`src/rtl/gomoku_pkg.sv`:
```
// Shared board-logic definitions for the gomoku datapath.
//   cell_e      : board cell encoding (EMPTY / BLACK / WHITE)
//   dir_e       : line direction index (H, V, D = down-right, A = up-right)
//   STEP_DR/DC  : per-direction step vector, indexed by dir_e
//   state_e     : line_win_checker FSM states
//   pick_dir()  : lowest enabled direction at or above a given index
package gomoku_pkg;

    typedef enum logic [1:0] {
        EMPTY = 2'b00,
        BLACK = 2'b01,
        WHITE = 2'b10
    } cell_e;

    typedef enum logic [1:0] {
        DIR_H = 2'd0,
        DIR_V = 2'd1,
        DIR_D = 2'd2,
        DIR_A = 2'd3
    } dir_e;

    // Row / column step per direction; the anti-diagonal climbs rows.
    localparam int STEP_DR [4] = '{0, 1, 1, -1};
    localparam int STEP_DC [4] = '{1, 0, 1,  1};

    typedef enum logic [2:0] {
        S_IDLE,
        S_SETUP,
        S_SCAN,
        S_DRAIN,
        S_NEXT,
        S_DONE
    } state_e;

    typedef struct packed {
        logic valid;
        dir_e dir;
    } dir_pick_t;

    function automatic dir_pick_t pick_dir(input logic [3:0] mask, input int from);
        dir_pick_t p;
        p.valid = 1'b0;
        p.dir   = DIR_H;
        // Descending walk so the lowest qualifying index is the one kept.
        for (int i = 3; i >= 0; i--) begin
            if (mask[i] && i >= from) begin
                p.valid = 1'b1;
                p.dir   = dir_e'(2'(i));
            end
        end
        return p;
    endfunction

endpackage

```
`src/rtl/line_span_calc.sv`:
```
// Combinational span calculator for one scan direction.
//   pointer    in  {row, col} of the placed cell
//   dir        in  direction index
//   line_start out {row, col} of the first cell to read
//   line_len   out number of cells to read (1 .. 2*WIN_LEN-1)
// The span reaches at most WIN_LEN-1 cells either side of the pointer and is
// clipped at the board edge, so walking it never wraps a coordinate.
module line_span_calc
    import gomoku_pkg::*;
#(
    parameter  int BOARD_N = 16,
    parameter  int WIN_LEN = 5,
    localparam int COORD_W = $clog2(BOARD_N),
    localparam int LEN_W   = $clog2(2 * WIN_LEN)
) (
    input  logic [2*COORD_W-1:0] pointer,
    input  dir_e                 dir,
    output logic [2*COORD_W-1:0] line_start,
    output logic [LEN_W-1:0]     line_len
);

    function automatic int imin(input int a, input int b);
        return (a < b) ? a : b;
    endfunction

    // Cells available from pos when moving by step along one axis.
    function automatic int avail(input int pos, input int step);
        if (step > 0) return BOARD_N - 1 - pos;
        if (step < 0) return pos;
        return WIN_LEN - 1;
    endfunction

    always_comb begin
        int row, col, dr, dc, back, fwd;
        row  = int'(pointer[2*COORD_W-1:COORD_W]);
        col  = int'(pointer[COORD_W-1:0]);
        dr   = STEP_DR[int'(dir)];
        dc   = STEP_DC[int'(dir)];
        back = imin(WIN_LEN - 1, imin(avail(row, -dr), avail(col, -dc)));
        fwd  = imin(WIN_LEN - 1, imin(avail(row, dr), avail(col, dc)));
        line_start = {COORD_W'(row - back * dr), COORD_W'(col - back * dc)};
        line_len   = LEN_W'(back + fwd + 1);
    end

endmodule

```
`config.mk`:
```
export PLATFORM = sky130hd
export DESIGN_NAME = line_span_calc
export DESIGN_NICKNAME = d
export VERILOG_FILES = /design/src/rtl/gomoku_pkg.sv /design/src/rtl/line_span_calc.sv
export SDC_FILE = /design/constraint.sdc
export NUM_CORES = 1
export LEC_CHECK = 0
export CAP_MARGIN = 20
export CORE_MARGIN = 2
export CORE_UTILIZATION = 50
export DETAILED_ROUTE_END_ITERATION = 10
export PLACE_DENSITY = 0.8
export SLEW_MARGIN = 20
export SYNTH_ARGS = -nofsm -noshare
export SYNTH_HDL_FRONTEND = slang
export SYNTH_SLANG_ARGS = --single-unit
```
`constraint.sdc`:
```
create_clock -name vclk -period 6.3
set_clock_uncertainty 0.15 [all_clocks]
set_input_delay 1.26 -clock vclk [all_inputs]
set_output_delay 1.26 -clock vclk [all_outputs]
set_load 0.05 [all_outputs]
```
==> impl_metrics.yaml, run 1 <==
finish:
  drive_gt1_share_pct: 46.6
  finalNetCount: 244
  nFlopsAndLatches: 0
  final.fill_count: 134
  area_growth_syn_to_layout_pct: 63.4
  insertedDiodeCount: 0
  clkbuf_count: 0
  seq_area_um2: 0
floorplanning:
  die-area_um2: 2920
  core_um2: 2430
  pin_count: 22
  fp.dieW_um: 54
  rows: 18
  fp.dieH_um: 54
  start_util_pct: 51.4
timing:
  slew_viol_final: 0
  slew_headroom_pct: 71.0
  setup_viol: 0
  max_freq_ghz: 0.162
  finalHoldViolCount: 0
  tightest_slew_ps: 434
  min_period_ps: 6170
  worst_hold_slack_ps: 2990
  fin_crit_sh_pct: 98.0
grt:
  grt_use_total_pct: 26.2
  grt_max_degree: 11
  grt_pass1_wl_um: 5670
  grt_pass1_vias: 1341
  overflow: 0
  antenna_found_initial: 0
routing:
  drt-pass1-iter-count: 4
  wl_um: 3790
  drc: 0
  ant_nets: 0
  post_drt_wl_per_cell_um: 16.2
  drt_iter0_markers: 51
  via_per_inst: 5.73
  vias: 1340
pwr:
  power_uw: 399
  leakagePower_nw: 0.963
  peakVddDrop_mv: 0.250
  power_density_nw_per_um2: 195
synthesis:
  syn_inst: 154
  yosys_warnings: 0
  synth_seq_area_share_pct: 0
  synth_nets: 192
  avgSynthCellArea_um2: 8.12
  syn_area_um2: 1250
  synth_cell_types: 44
placement:
  hpwl_um: 2690
  routabilityCongestion: 0.946
  io_buffers: 22
worst_setup_path:
  crit_path_cell_trace: "clkbuf_2 -> buf_6 -> ha_4 -> inv_2 -> nand3_2 -> o21ai_2 -> ha_4 -> a21o_2 -> a41oi_4 -> buf_12 -> mux2i_4 -> nand2b_4 -> xor2_1 -> ha_2 -> inv_1 -> ha_4 -> inv_1 -> ha_1 -> nand2_1 -> o21ai_2 -> xnor2_4 -> buf_12"
  slowest_stage: "ha_2"
  crit_start: "dir[0]"
  start_kind: "input port"
  required_ps: 4890
  path_class: "input port to output pin"
  crit_fanout: 4
  critPathCaptureType: "output pin"
  slowest_delay_ps: 310
  crit_top_cell: "ha_4"
  critPathBufInv: 7
  arrival_ps: 4760
  critPathTopFamily: "adder cells"
min_path:
  hold_path.startpoint: "pointer[6]"
  min_path_type: "input port to output pin"
  hold_depth: 5
  hold_end: "line_start[4]"
job:
  cap_violations: 0
outcome:
  status: "finished clean"
worst min-delay path, stage by stage:
cell and delay [ps]:
dlymetal6s2s_1 140, inv_2 70, buf_4 140, xnor2_1 110, buf_12 160
cells in the mapped netlist (all sizes together) (2+ instances only):
cell type | number | share of area [%]
o21ai | 6 | 2.4
nor3 | 2 | 0.80
o2111ai | 2 | 1.9
mux2i | 10 | 10
nand2b | 6 | 3.0
nand3 | 2 | 0.80
xor2 | 3 | 2.1
a21oi | 8 | 3.5
fa | 3 | 4.8
nor2 | 12 | 4.2
mux2 | 4 | 3.6
and2 | 2 | 1.0
a21o | 2 | 1.3
or2 | 3 | 1.7
nand2 | 9 | 2.7
xnor2 | 10 | 7.0
inv | 24 | 7.2
buf | 5 | 4.2
nor2b | 2 | 1.0
ha | 25 | 25
report_power, final:
| group | internal [mW] | switching, mW | total (mW) |
|---|---|---|---|
| combinational | 0.195 | 0.203 | 0.398 |
| clock | 0 | 0 | 0 |
| sequential | 0 | 0 | 0 |
how the worst max path moves through the flow:
stage	to	slack, ps	cells after the start
finish	line_start[7]	130	22
global route	line_start[7]	-10	21
CTS	line_start[7]	10	22
detailed placement	line_start[7]	-360	20
global placement	line_start[7]	-250	20
floorplan	line_start[6]	-100	16
per-stage QoR:
stage | cells | instance area (µm²) | worst slack, ps | util, % | setup TNS, ps
finish | 234 | 2040 | 127 | 84.0 | 0
global placement | 232 | 1850 | -245 | 76.0 | -472
detailed placement | 232 | 1850 | -360 | 76.0 | -1150
floorplan | 154 | 1290 | -98.4 | - | -163
global route | 234 | 2040 | -14.7 | 84.0 | -14.7
CTS | 234 | 1950 | 10.5 | 80.3 | 0
placed cells by master, fill, tap and decap left out, types with 2 or more instances in the layout:
cell type	Yosys	routed
a21oi_1	7	3
a21oi_2	1	5
and2_1	2	2
buf_12	0	13
buf_4	1	30
buf_6	4	2
clkdlybuf4s50_1	0	6
dlymetal6s2s_1	0	2
fa_1	3	3
ha_1	25	17
ha_2	0	2
ha_4	0	6
inv_1	24	19
inv_2	0	5
mux2_2	4	4
mux2i_1	7	5
mux2i_4	2	4
nand2_1	9	8
nand2b_1	6	5
nor2_1	11	11
nor2b_1	2	2
nor3_1	2	2
o21ai_0	4	3
o21ai_2	0	2
xnor2_1	10	6
xnor2_2	0	3
xor2_2	0	2
final cells by class:
| class | instances | area (µm²) | area share, % |
|---|---|---|---|
| inverter | 25 | 93.8 | 4.60 |
| multi-input combinational | 124 | 1310 | 64.0 |
| tap | 30 | 37.5 | 1.84 |
| timing repair buffer | 55 | 603 | 29.5 |
what timing repair did:
action	CTS	global route
setup endpoints to repair	8	7
hold buffers	0	0
resized for setup	18	25
endpoints found under the hold margin	0	0
setup buffers	2	1
pin swaps	10	7
layer usage:
| layer | wire length [µm] | part of all wire [%] | track usage (%) | vias up |
|---|---|---|---|---|
| li1 | - | - | - | 630 |
| met1 | 1460 | 38 | 28.9 | 644 |
| met3 | 169 | 4.5 | 2.78 | 14 |
| met2 | 2040 | 54 | 48.6 | 52 |
| met4 | 125 | 3.3 | 14.2 | 0 |
| met5 | 0 | 0 | 0 | - |
cell families after synthesis:
logic type,synth area share [%]
multiplexers,13.9
adder cells (fa/ha/maj),29.8
XOR/XNOR,9.11
buffers and inverters,11.7
AND/OR/NAND/NOR,17.7
AO/OA/AOI/OAI,17.7
Power figures use the tool's default switching activity.
==> inputs of run 2 (changes only) <==
--- a/config.mk
+++ b/config.mk
@@ -9,6 +9,7 @@
 export CORE_MARGIN = 2
 export CORE_UTILIZATION = 50
 export DETAILED_ROUTE_END_ITERATION = 10
+export GPL_ROUTABILITY_DRIVEN = 0
 export PLACE_DENSITY = 0.8
 export SLEW_MARGIN = 20
 export SYNTH_ARGS = -nofsm -noshare
==> run 2 against run 1 <==
Global-route usage is 0.42 points lower. First-iteration DRC count is 43% lower. Cell area is 0.67% lower.
==> impl_metrics.yaml, run 2 (same netlist as run 1, synthesis figures left out) <==
worst_setup_path:
  path_class: "input port to output pin"
  critPathTopFamily: "compound AO/OA/AOI/OAI gates"
  required_ps: 4890
  crit_path_cell_trace: "clkbuf_2 -> buf_6 -> ha_4 -> inv_2 -> nand3_1 -> o21ai_2 -> ha_4 -> a21o_2 -> a41oi_4 -> mux2i_2 -> or2_4 -> xor2_2 -> ha_2 -> a21oi_2 -> ha_4 -> xnor2_4 -> nor2_2 -> a221oi_2 -> a21oi_1 -> buf_4 -> xnor2_4 -> buf_12"
  crit_top_cell: "ha_4"
  arrival_ps: 4810
  critPathBufInv: 5
  crit_fanout: 5
  critPathCaptureType: "output pin"
  slowest_stage: "mux2i_2"
  start_kind: "input port"
  slowest_delay_ps: 330
min_path:
  min_path_type: "input port to output pin"
timing:
  setup_ws_ps: 77.4
  max_freq_ghz: 0.161
  min_period_ps: 6220
  slew_headroom_pct: 61.8
  slew_viol_final: 0
  setup_tns_ps: 0
  fin_crit_sh_pct: 98.8
  setup_viol: 0
  tightest_slew_ps: 571
  finalHoldViolCount: 0
finish:
  nFlopsAndLatches: 0
  seq_area_um2: 0
  insertedDiodeCount: 0
  finalNetCount: 245
  area_growth_syn_to_layout_pct: 62.3
  final_cell_mix: "buf_4, inv_1, ha_1"
  final_common_cell: "buf_4"
  drive_gt1_share_pct: 46.8
  clkbuf_count: 0
  fin_cells: 235
  fin_util_pct: 83.4
routing:
  wl_um: 3710
  drt_iter0_markers: 29
  ant_nets: 0
  drc: 0
  post_drt_wl_per_cell_um: 15.8
  drt-pass1-iter-count: 4
  vias: 1320
  via_per_inst: 5.62
floorplanning:
  core_um2: 2430
  start_util_pct: 51.4
  rows: 18
  pin_count: 22
  fp.dieW_um: 54
  die-area_um2: 2920
  fp.dieH_um: 54
pwr:
  peakVddDrop_mv: 0.213
  power_density_nw_per_um2: 194
  power_uw: 394
  leakagePower_nw: 0.971
grt:
  antenna_found_initial: 0
  grt_use_total_pct: 25.8
  grt_pass1_wl_um: 5640
  overflow: 0
  grt_pass1_vias: 1308
  grt_max_degree: 11
placement:
  io_buffers: 22
  place_worst_setup_slack_ps: -462
  place_inst: 232
  hpwl_um: 2740
outcome:
  status: "finished clean"
job:
  cap_violations: 0
run 2: cell count changes in the layout (fill, tap and decap cells not counted), moves of 2 or more:
cell,before,now
a21oi_1,3,5
a21oi_2,5,3
buf_6,2,4
mux2i_4,4,2
run 2: cell type report:
| type | count | area (µm²) |
|---|---|---|
| inverter | 25 | 93.8 |
| fill | 129 | 404 |
| timing repair buffer | 56 | 608 |
| tap | 30 | 37.5 |
| multi-input combinational | 124 | 1290 |
run 2: metal layers:
metal	share of wire, %	vias up	track usage [%]
li1	-	631	-
met1	40	638	30.2
met2	55	43	51.8
met3	3.2	8	0.833
met4	2.1	0	4.17
met5	0	-	0
run 2: where the power goes:
part	total (mW)	internal [mW]	switching (mW)
clock	0	0	0
combinational	0.394	0.193	0.201
sequential	0	0	0
total	0.394	0.193	0.201
run 2: final timing paths:
check / start / to / slack (ps) / depth (start not counted)
setup / recovery: dir[0] / line_start[7] / 80 / 22
hold / removal: pointer[6] / line_start[4] / 3030 / 5
run 2: timing repair:
item | 4_1_cts | 5_1_grt
setup endpoints to repair | 9 | 6
buffers inserted | 3 | 0
resized for setup | 25 | 19
pin swaps | 8 | 8
hold buffers | 0 | 0
run 2: through the flow:
step           area (µm²)  hold slack [ps]
2_1_floorplan        1290             2730
3_3_place_gp         1850             3300
3_5_place_dp         1850             3320
4_1_cts              1970             3340
5_1_grt              2030             3040
6_report             2030             3030
